===== src/rtl/dmem_access_arbiter.sv =====
// dmem_access_arbiter
//   Shares one single-port data memory between two requesters:
//   port 0 (core load/store unit) and port 1 (loader / debug DMA).
//   Grants one request at a time, latches it, runs a single memory
//   access cycle and returns a one-cycle response pulse. Misaligned and
//   illegal-mask requests are answered with an error and never reach the
//   memory, so maskmode 2'b11 (which would zero a word) is never issued.
//
// Ports
//   clk, rst                  clock; synchronous active-high reset
//   rqN_valid / rqN_ready     request handshake (N = 0, 1)
//   rqN_write                 1 = store, 0 = load
//   rqN_addr / rqN_wdata      byte address / store data
//   rqN_maskmode              00 byte, 01 half, 10 word, 11 illegal
//   rqN_sext                  sign-extend flag passed to the memory
//   rspN_valid                one-cycle response pulse
//   rspN_rdata / rspN_err     load data (0 for stores/errors) / rejected flag
//   mem_*                     memory command, driven only during ACCESS
//   mem_rdata                 combinational read data from the memory
//
// Parameters
//   DATA_WIDTH  data and address width
//   FIXED_PRIO  0: round-robin on ties, 1: port 0 always wins a tie
module dmem_access_arbiter #(
  parameter int DATA_WIDTH = 32,
  parameter bit FIXED_PRIO = 1'b0
) (
  input  logic                  clk,
  input  logic                  rst,
  input  logic                  rq0_valid,
  output logic                  rq0_ready,
  input  logic                  rq0_write,
  input  logic [DATA_WIDTH-1:0] rq0_addr,
  input  logic [DATA_WIDTH-1:0] rq0_wdata,
  input  logic [1:0]            rq0_maskmode,
  input  logic                  rq0_sext,
  input  logic                  rq1_valid,
  output logic                  rq1_ready,
  input  logic                  rq1_write,
  input  logic [DATA_WIDTH-1:0] rq1_addr,
  input  logic [DATA_WIDTH-1:0] rq1_wdata,
  input  logic [1:0]            rq1_maskmode,
  input  logic                  rq1_sext,
  output logic                  rsp0_valid,
  output logic [DATA_WIDTH-1:0] rsp0_rdata,
  output logic                  rsp0_err,
  output logic                  rsp1_valid,
  output logic [DATA_WIDTH-1:0] rsp1_rdata,
  output logic                  rsp1_err,
  output logic                  mem_write,
  output logic                  mem_read,
  output logic [1:0]            mem_maskmode,
  output logic                  mem_sext,
  output logic [DATA_WIDTH-1:0] mem_address,
  output logic [DATA_WIDTH-1:0] mem_wdata,
  input  logic [DATA_WIDTH-1:0] mem_rdata
);

  localparam logic [1:0] ST_IDLE   = 2'b00;
  localparam logic [1:0] ST_ACCESS = 2'b01;
  localparam logic [1:0] ST_RESP   = 2'b10;

  logic [1:0]            state_reg, state_next;
  logic                  last_grant_reg;
  logic                  lat_write_reg;
  logic                  lat_sext_reg;
  logic                  lat_port_reg;
  logic [1:0]            lat_maskmode_reg;
  logic [DATA_WIDTH-1:0] lat_addr_reg;
  logic [DATA_WIDTH-1:0] lat_wdata_reg;
  logic                  rsp_err_reg;
  logic [DATA_WIDTH-1:0] rsp_rdata_reg;

  logic                  grant;
  logic                  accept;
  logic                  sel_write;
  logic                  sel_sext;
  logic [1:0]            sel_maskmode;
  logic [DATA_WIDTH-1:0] sel_addr;
  logic [DATA_WIDTH-1:0] sel_wdata;
  logic                  sel_err;
  logic                  access_on;
  logic                  resp_on;
  logic [1:0]            ready_vec;
  logic [1:0]            rsp_valid_vec;

  // Grant selection. On a tie round-robin hands the slot to the port that
  // did not win last time; a lone valid port is always granted.
  // Accept is masked by rst so ready never claims a handshake that the
  // reset is about to discard.
  always_comb begin
    if (rq0_valid && rq1_valid) begin
      grant = FIXED_PRIO ? 1'b0 : ~last_grant_reg;
    end else begin
      grant = ~rq0_valid;
    end
    accept = (state_reg == ST_IDLE) && (rq0_valid || rq1_valid) && !rst;
  end

  always_comb begin
    sel_write    = grant ? rq1_write    : rq0_write;
    sel_sext     = grant ? rq1_sext     : rq0_sext;
    sel_maskmode = grant ? rq1_maskmode : rq0_maskmode;
    sel_addr     = grant ? rq1_addr     : rq0_addr;
    sel_wdata    = grant ? rq1_wdata    : rq0_wdata;
    sel_err      = (sel_maskmode == 2'b11) ||
                   ((sel_maskmode == 2'b01) && sel_addr[0]) ||
                   ((sel_maskmode == 2'b10) && (sel_addr[1:0] != 2'b00));
  end

  always_comb begin
    state_next = state_reg;
    case (state_reg)
      ST_IDLE:   if (accept) state_next = sel_err ? ST_RESP : ST_ACCESS;
      ST_ACCESS: state_next = ST_RESP;
      ST_RESP:   state_next = ST_IDLE;
      default:   state_next = ST_IDLE;
    endcase
  end

  always_ff @(posedge clk) begin
    if (rst) begin
      state_reg        <= ST_IDLE;
      last_grant_reg   <= 1'b1;   // port 0 wins the first tie
      lat_write_reg    <= 1'b0;
      lat_sext_reg     <= 1'b0;
      lat_port_reg     <= 1'b0;
      lat_maskmode_reg <= 2'b00;
      lat_addr_reg     <= '0;
      lat_wdata_reg    <= '0;
      rsp_err_reg      <= 1'b0;
      rsp_rdata_reg    <= '0;
    end else begin
      state_reg <= state_next;
      if (accept) begin
        last_grant_reg   <= grant;
        lat_write_reg    <= sel_write;
        lat_sext_reg     <= sel_sext;
        lat_port_reg     <= grant;
        lat_maskmode_reg <= sel_maskmode;
        lat_addr_reg     <= sel_addr;
        lat_wdata_reg    <= sel_wdata;
        rsp_err_reg      <= sel_err;
        rsp_rdata_reg    <= '0;   // stays 0 for rejected requests
      end
      if (state_reg == ST_ACCESS) begin
        rsp_rdata_reg <= lat_write_reg ? '0 : mem_rdata;
      end
    end
  end

  assign access_on = (state_reg == ST_ACCESS);
  // A reset during RESP discards the pending response.
  assign resp_on   = (state_reg == ST_RESP) && !rst;

  // The memory commits writes on the falling edge, so gating with rst here
  // is what keeps a reset in the ACCESS cycle from corrupting memory.
  assign mem_write    = access_on & lat_write_reg & ~rst;
  assign mem_read     = access_on & ~lat_write_reg;
  assign mem_maskmode = access_on ? lat_maskmode_reg : 2'b00;
  assign mem_sext     = access_on & lat_sext_reg;
  assign mem_address  = access_on ? lat_addr_reg  : '0;
  assign mem_wdata    = access_on ? lat_wdata_reg : '0;

  genvar gi;
  generate
    for (gi = 0; gi < 2; gi++) begin : g_port
      assign ready_vec[gi]     = accept  & (grant        == 1'(gi));
      assign rsp_valid_vec[gi] = resp_on & (lat_port_reg == 1'(gi));
    end
  endgenerate

  assign rq0_ready  = ready_vec[0];
  assign rq1_ready  = ready_vec[1];
  assign rsp0_valid = rsp_valid_vec[0];
  assign rsp1_valid = rsp_valid_vec[1];
  assign rsp0_err   = rsp_valid_vec[0] & rsp_err_reg;
  assign rsp1_err   = rsp_valid_vec[1] & rsp_err_reg;
  assign rsp0_rdata = rsp_valid_vec[0] ? rsp_rdata_reg : '0;
  assign rsp1_rdata = rsp_valid_vec[1] ? rsp_rdata_reg : '0;

endmodule


===== config.mk =====
export PLATFORM = sky130hd
export DESIGN_NAME = dmem_access_arbiter
export DESIGN_NICKNAME = d
export VERILOG_FILES = /design/src/rtl/dmem_access_arbiter.sv
export SDC_FILE = /design/constraint.sdc
export NUM_CORES = 1
export LEC_CHECK = 0
export BUFFER_PORTS_ARGS = -buffer_cell sky130_fd_sc_hd__buf_2
export CORE_AREA = 2 2 121 123
export CTS_BUF_LIST = sky130_fd_sc_hd__clkbuf_2 sky130_fd_sc_hd__clkbuf_4 sky130_fd_sc_hd__clkbuf_8
export CTS_CLUSTER_SIZE = 24
export DETAILED_ROUTE_END_ITERATION = 7
export DIE_AREA = 0 0 123 125
export GPL_ROUTABILITY_DRIVEN = 0
export MAX_ROUTING_LAYER = met4
export PLACE_DENSITY = 0.77
export SYNTH_ARGS = -nofsm -noshare
export SYNTH_HDL_FRONTEND = slang
export SYNTH_SLANG_ARGS = --single-unit

===== constraint.sdc =====
create_clock -name clk -period 2.3 [get_ports clk]
set_input_delay 0.115 -clock clk [delete_from_list [all_inputs] [get_ports clk]]
set_output_delay 0.115 -clock clk [all_outputs]
set_load 0.05 [all_outputs]

# ---- Yosys cells after proc, flatten, opt, wreduce, memory -nomap -nowiden
# Cells that the tools add are included.
dict set report totals {
  output_inout_bits 139
  reg_bits 105
  in_bits 172
}
dict set report op_classes {
  reduce_logical 13
  bitwise 16
  mux 17
  eq_ne 6
}
# cell count
set ops {}
lappend ops {{32-bit two-way mux} 9}
lappend ops {{1-bit bitwise AND} 10}
lappend ops {{2-bit two-way mux} 4}
lappend ops {{2-bit == test (second input constant)} 3}
lappend ops {{1-bit logical AND} 6}
lappend ops {{1-bit NOT} 6}
lappend ops {{2-bit by 1-bit == test with 1-bit output (second input constant)} 2}
lappend ops {{2-bit case mux with 2 select lines} 1}
lappend ops {{2-bit nonzero test} 2}
lappend ops {{1-bit logical OR} 3}
lappend ops {{1-bit two-way mux} 3}
lappend ops {{2-bit zero test} 1}
lappend ops {{2-bit != test (second input constant)} 1}
lappend ops {{1-bit zero test} 1}

# ---- Logic depth before layout (Yosys ltp)
# Gate-level depths: netlist (run 1).
dict set report logic_depth {
  depth_word 10
  depth_mapped 7
}

# ---- Least setup slack after synthesis (run 1)
# No wires, ideal clock.
dict set report synth_path {
  path_kind {register to output}
  start {register state_reg[0]}
  end {output rsp0_rdata[22]}
  arrival_ps 1967
  path_buffers 2
  path_stages_with_launch 5
  path_slack_ps 218
  cell_sequence {dfxtp_1 -> buf_2 -> nor4b_2 -> clkbuf_1 -> and2_1}
}
dict set report synth_between {
  elab_chain_len 4
}
# item line
set synth_lines {}
lappend synth_lines {{start, declared} 63} ;# logic [1:0] state_reg, state_next;
lappend synth_lines {{start signal, assigned} 134} ;# state_reg <= state_next;
lappend synth_lines {{2-bit == test} 154} ;# assign resp_on = (state_reg == ST_RESP) && !rst;
lappend synth_lines {{1-bit logical AND} 154}
lappend synth_lines {{1-bit bitwise AND} 169} ;# assign rsp_valid_vec[gi] = resp_on & (lat_port_reg == 1'(gi));
lappend synth_lines {{via rsp0_valid} 44} ;# output logic rsp0_valid,
lappend synth_lines {{32-bit two-way mux} 179} ;# assign rsp0_rdata = rsp_valid_vec[0] ? rsp_rdata_reg : '0;
lappend synth_lines {{end, declared} 45} ;# output logic [DATA_WIDTH-1:0] rsp0_rdata,
# The timed path passes the listed nets, and every way through them passes these cells.

# ---- Worst setup path in the final report (run 1)
dict set report layout_path {
  start {register state_reg[1]}
  end {output rq1_ready}
}
dict set report layout_between {
  elab_chain_len 4
}
# item line
set layout_lines {}
lappend layout_lines {{2-bit zero test} 97} ;# accept = (state_reg == ST_IDLE) && (rq0_valid || rq1_valid) && !rst;
lappend layout_lines {{1-bit logical AND (2 in a row)} 97}
lappend layout_lines {{1-bit bitwise AND} 168} ;# assign ready_vec[gi] = accept & (grant == 1'(gi));
lappend layout_lines {{end, declared} 38} ;# output logic rq1_ready,
# Every way passes these cells.

==> results of run 1 <==
[layout make-up]
type                    count  area [sq um]
inverters                   3         11.26
flip-flops and latches    105          2102
multi-input cells         368          2431
diodes                      1         2.502
fillers                  1194          6107
clock inverters             4         76.32
clock buffers              12         152.6
well taps                 184         230.2
repair buffers            462          3090
[per-stage QoR]
| stage | cells | setup slack [ns] | total power (W) |
|---|---|---|---|
| final | 1139 | 0.1167 | 0.004421 |
| after global routing | 1139 | 0.02333 | 0.004636 |
| after CTS | 1138 | 0.04533 | 0.004434 |
| after detailed placement | 980 | 0.3744 | 0.002943 |
| after global placement | 980 | 0.4245 | 0.002931 |
| after floorplan | 530 | 0.2185 | 0.002638 |
[synthesized netlist by cell type]
cell type  count  area, sq um
a211oi_1       5        37.54
a211oi_2       1        12.51
a21o_1         1        7.510
a21oi_1        1        5.000
a222oi_1      64        640.6
a22oi_1       32        240.2
and2_1       133        832.1
and4bb_2       1        12.51
buf_2         13        65.06
buf_4          4        30.03
buf_6          6        67.56
clkbuf_1      31        116.4
dfxtp_1      105         2102
inv_2          3        11.26
mux2i_1        4        40.04
nand2b_1       1        6.260
nor2_1       107        401.6
nor2b_1        1        6.260
nor3_1         2        10.01
nor3_2         1        10.01
nor3_4         1        16.27
nor3b_1        1        7.510
nor4b_2        1        15.01
o21a_1         2        15.01
o21ai_1        1        5.000
o21bai_4       1        18.77
o221ai_1       1        8.760
o311a_1        1        10.01
o31a_1         1        8.760
o32ai_1        1        8.760
or2_2          1        6.260
or3_1          1        6.260
or3_4          1        11.26
[repair_timing]
| action | CTS | global route |
|---|---|---|
| endpoints found under the hold margin | 91 | 0 |
| hold buffers | 142 | 0 |
| resized for setup | 0 | 2 |
| setup buffers | 0 | 0 |
| setup endpoints to repair | 0 | 21 |
[metal layers]
metal | vias to the layer above | track usage
met1 | 2774 | 0.2438
li1 | 2761 | -
met5 | - | -
met4 | 0 | 0.1203
met3 | 67 | 0.05292
met2 | 390 | 0.4170
[power groups by stage]
stage | combinational, W | clock [W] | sequential [W]
global placement | 0.000854 | 0 | 0.00208
floorplan | 0.000595 | 0 | 0.00204
detailed placement | 0.000864 | 0 | 0.00208
finish | 0.00107 | 0.00130 | 0.00205
global route | 0.00116 | 0.00142 | 0.00206
CTS | 0.00105 | 0.00134 | 0.00204
[worst max-delay path: stages (launching register included)]
cell and delay, ns:
dfxtp_1 0.43, or3_4 0.46, a211oi_4 0.33, buf_12 0.21, clkbuf_4 0.25
[cells by family (layout without fill, tap and decap cells)]
logic type / Yosys count / count (layout) / synth area share
flip-flops: 105 / 105 / 0.4386
AO/OA/AOI/OAI: 112 / 112 / 0.2125
buffers and inverters: 57 / 481 / 0.06057
AND/OR/NAND/NOR: 252 / 252 / 0.2799
multiplexers: 4 / 4 / 0.008355
other: 0 / 1 / 0
[worst max path at each step]
stage / startpoint / cells after the start / to / slack [ns]
final: state_reg[1] / 4 / rq1_ready / 0.12
after CTS: state_reg[1] / 4 / rq1_ready / 0.05
after global routing: state_reg[1] / 4 / rq1_ready / 0.02
after detailed placement: rst / 6 / lat_addr_reg[6] / 0.37
after global placement: rst / 6 / lat_addr_reg[27] / 0.42
after floorplan: state_reg[0] / 4 / rsp0_rdata[22] / 0.22
==> results_dict.tcl, run 1 <==
set metrics [dict create \
    cts.path.max_buffers 2 \
    worstMarginPinSlew_ns 1.019 \
    synth_area_sq_um 4792 \
    crit_fanout 24 \
    drv_slew 0 \
    clock-root-buffer "clkbuf_8" \
    antenna_found_initial 1 \
    final.setup_skew_ns 0.01605 \
    fp.coreArea_sq_um 14200 \
    switching_portion_of_total_power 0.2915 \
    seq_power_share 0.463 \
    first_pass_grt_wire_length_um 28090 \
    failed_checks "design-rule violations" \
    critical_path_required_ns 2.18 \
    nets 1121 \
    met2RoutedLength_um 9374 \
    grt_max_degree 83 \
    min-delay-path-class "in2reg" \
    hold-path-endpoint "lat_addr_reg[17]" \
    fp.dieArea_sq_um 15380 \
    layout-drive-gt1-share 0.3669 \
    layout-area-overhead-vs-synth_pct 68.96 \
    grt_remaining_overflow 0 \
    power.share.clock 0.295 \
    met3RoutedLength_um 1606 \
    critPathArrivalTime_ns 2.07 \
    whs_path_depth 3 \
    timing.hold.ws_ns 0.02584 \
    setup-tns-final_ns 0 \
    syn_area_per_cell_sq_um 9.042 \
    met1Wirelength_um 7046 \
    switching_power_w 0.001289 \
    rsz_0062_raised_after_global_routing "no" \
    seq_area_frac_synth 0.4386 \
    ant_nets 0 \
    r2r_setup_slack_ns 0.36 \
    final_common_cell "buf_2" \
    post_layout_instance_area_sq_um 8097 \
    rr_startpoint "state_reg[1]" \
    synth_seq_cells 105 \
    cts_sinks 105 \
    number_of_levels_in_the_clock_h_tree 3 \
    start_kind "register" \
    pint_w 0.003132 \
    warning_count_from_the_yosys_run 0 \
    worstSetupPathType "reg2out" \
    fp-row-count 44 \
    worst_setup_path_end_kind "output port" \
    cts.clk_slew.worst_paths_ns 0.11 \
    detail_route.wirelength_um 18810 \
    fmax_mhz 458.0 \
    placedInstanceArea_sq_um 6437 \
    power_frac_comb 0.243 \
    leakagePower_nw 3.926 \
    via_cell_ratio 5.261 \
    part_of_the_cycle_the_worst_path_needs 0.9492 \
    final_cell_mix "buf_2, dlygate4sd3_1, and2_1, nor2_1, dfxtp_1" \
    grt_use_total 0.2370 \
    synth_cell_types 33 \
    outcome "finished, violations left" \
    clk-insertion-delay-late_ns 0.38 \
    clock_tree_from_tritoncts "built" \
    die_width_um 123 \
    cts_made_buffers 9 \
    power-per-cell-area_nw_per_um2 546.0 \
    boundaryPins 311 \
    via_count_of_the_first_global_routing_pass 5832 \
    worst_ir_drop_vdd_mv 0.3477 \
    vias 5992 \
    detail_route.drc_violations 21 \
    netlist_instances 530 \
    dp_hpwl_um 10760 \
    setup_viol_count_final 0 \
    synth_fp_nets 702 \
    detailedRoute.firstPassIterationCount 8 \
    max_cap_viol_count 0 \
    worstReg2RegEnd "lat_wdata_reg[10]" \
    final.min_clock_period_ns 2.183 \
    hp-start "rq0_addr[17]" \
    slew_margin_rel 0.3210 \
    initial_core_util 0.3374 \
    route.top_layer_used "met4" \
    reg2regPathDepth 4 \
    port_buffers 310 \
    wl_per_cell_um 16.52 \
    postLayoutCoreUtil 0.5700 \
    dieHeight_um 125 \
    initialDrtViolationCount 675 \
    final_hold_viol_count 0 \
]
Power figures use the tool's default switching activity.
==> inputs of run 2 (changes only) <==
Settings changed: CORE_AREA 2 2 121 123 to 2 2 120 122, DIE_AREA 0 0 123 125 to 0 0 122 124, PLACE_DENSITY 0.77 to 0.81.
Clock period 2.3 ns to 1.8 ns, I/O delays scaled along.
==> results_dict.tcl, run 2 (synthesized netlist as in run 1, its figures left out) <==
set metrics [dict create \
    timing.critical_path.cells "or3_4, a211oi_4, buf_12, buf_4, buf_4, a222oi_1, nor2_1" \
    critical_path_buf_inv_count 3 \
    number_of_levels_in_the_clock_h_tree 3 \
    critPathArrivalTime_ns 2.14 \
    fp-row-count 43 \
    final_ws_setup_ns -0.04730 \
    setup-tns-final_ns -0.4374 \
    vias 6818 \
    crit_fanout 8 \
    worstMarginPinSlew_ns 0.7131 \
    initialDrtViolationCount 940 \
    failed_checks "negative setup slack" \
    min-delay-path-class "in2reg" \
    clock_tree_from_tritoncts "built" \
    layout-drive-gt1-share 0.4500 \
    critical_path_required_ns 2.10 \
    power.share.clock 0.246 \
    leakagePower_nw 4.463 \
    worst_ir_drop_vdd_mv 0.4457 \
    antenna_found_initial 1 \
    dp_hpwl_um 11560 \
    slew_margin_rel 0.5246 \
    final_cell_mix "buf_2, dlygate4sd3_1, nor2_1, dfxtp_1, and2_1" \
    cts_made_buffers 9 \
    nets 1179 \
    switching_power_w 0.001846 \
    start_kind "register" \
    wl_per_cell_um 22.08 \
    cts_sinks 105 \
    grt_use_total 0.3050 \
    boundaryPins 311 \
    pint_w 0.004053 \
    grt_remaining_overflow 0 \
    detail_route.wirelength_um 26280 \
    final_hold_viol_count 0 \
    die_width_um 122 \
    first_pass_grt_wire_length_um 34560 \
    rsz_0062_raised_after_global_routing "yes" \
    power-per-cell-area_nw_per_um2 600.1 \
    final.setup_skew_ns 0.01208 \
    initial_core_util 0.3493 \
    clock-root-buffer "clkbuf_8" \
    worstSetupPathType "reg2reg" \
    outcome "finished, violations left" \
    critical_path.max_stage_delay_ns 0.42 \
    part_of_the_cycle_the_worst_path_needs 1.026 \
    final.fill_count 841 \
    fp.coreArea_sq_um 13720 \
    final_common_cell "buf_2" \
    final.min_clock_period_ns 1.847 \
    setup_viol_count_final 38 \
    worst_setup_path_end_kind "register" \
    cts.path.max_buffers 2 \
    timing.hold.ws_ns 0.008606 \
    ant_nets 0 \
    cell_repeated_most_along_the_worst_path "buf_4" \
    via_cell_ratio 5.729 \
    switching_portion_of_total_power 0.3129 \
    port_buffers 310 \
    layout-area-overhead-vs-synth_pct 105.1 \
    detail_route.drc_violations 0 \
    numPlacedInstances 989 \
    power_w 0.005899 \
    via_count_of_the_first_global_routing_pass 6605 \
    cts.clk_slew.worst_paths_ns 0.10 \
    layout.cells.non_filler 1190 \
    dieHeight_um 124 \
    max_cap_viol_count 0 \
    critical_path.slowest_cell "or3_4" \
    fp.dieArea_sq_um 15130 \
    clk-insertion-delay-late_ns 0.38 \
    detailedRoute.firstPassIterationCount 8 \
    grt_max_degree 68 \
    power_frac_comb 0.309 \
    seq_power_share 0.446 \
    path_delay_family "simple AND/OR/NAND/NOR gates" \
    fmax_mhz 541.3 \
    drv_slew 0 \
]
run 2: cell types whose count changed in the layout (fill, tap and decap cells not counted), sizes merged:
cell         change
buf             +32
bufinv           -1
clkbuf          +10
clkinv           -1
clkinvlp         +1
dlygate4sd3     +14
run 2: worst register-to-register path: stages (launching register included):
cell and delay, ns:
dfxtp_4 0.37, or3_4 0.42, a211oi_4 0.26, buf_12 0.19, buf_4 0.12, buf_4 0.13
a222oi_1 0.11, nor2_1 0.18
run 2: repair_timing:
action / 4_1_cts / 5_1_grt
pin swaps: 12 / 15
buffers inserted: 11 / 10
setup endpoints to repair: 134 / 194
cloned: 6 / 8
hold endpoints to repair: 96 / 0
hold buffers: 156 / 0
resized for setup: 172 / 218
run 2: routing by layer:
layer  vias up  global-route usage  part of all wire
li1       2872                   -                 -
met1      3127              0.3177              0.33
met2       642              0.5056              0.48
met3       177             0.08745              0.12
met4         0              0.2011             0.069
met5         -                   -                 0
run 2: layout make-up:
class,instances,area [sq um],share of cell area
antenna,1,2.502,0.0002546
clock buffer,10,131.4,0.01336
clock inverter,3,45.04,0.004582
inverter,3,11.26,0.001145
multi-input combinational,368,2587,0.2632
sequential,105,2107,0.2143
tap,180,225.2,0.02291
timing repair buffer,520,4721,0.4802
run 2: metrics by stage:
step	util	area, sq um	worst slack, ns
finish	0.7166	9831	-0.04730
global route	0.7166	9831	-0.1372
CTS	0.6639	9109	-0.06792
detailed placement	0.4822	6615	0.06531
global placement	0.4822	6615	0.1138
floorplan	-	4806	-0.04464
run 2: power groups by stage:
stage                     registers, W  logic [W]  clock network, W
after floorplan                0.00261   0.000762                 0
after global placement         0.00265    0.00116                 0
after detailed placement       0.00265    0.00118                 0
after CTS                      0.00260    0.00160           0.00145
after global routing           0.00264    0.00190           0.00155
final                          0.00263    0.00182           0.00145
run 2: path summary, 6_finish.rpt:
check	startpoint	slack [ns]	endpoint	depth (start not counted)
worst max-delay path	state_reg[1]	-0.05	lat_addr_reg[7]	7
worst min-delay path	rq0_wdata[18]	0.009	lat_wdata_reg[18]	3
worst max register to register	state_reg[1]	-0.05	lat_addr_reg[7]	7
worst min register to register	lat_addr_reg[0]	0.50	lat_addr_reg[0]	2
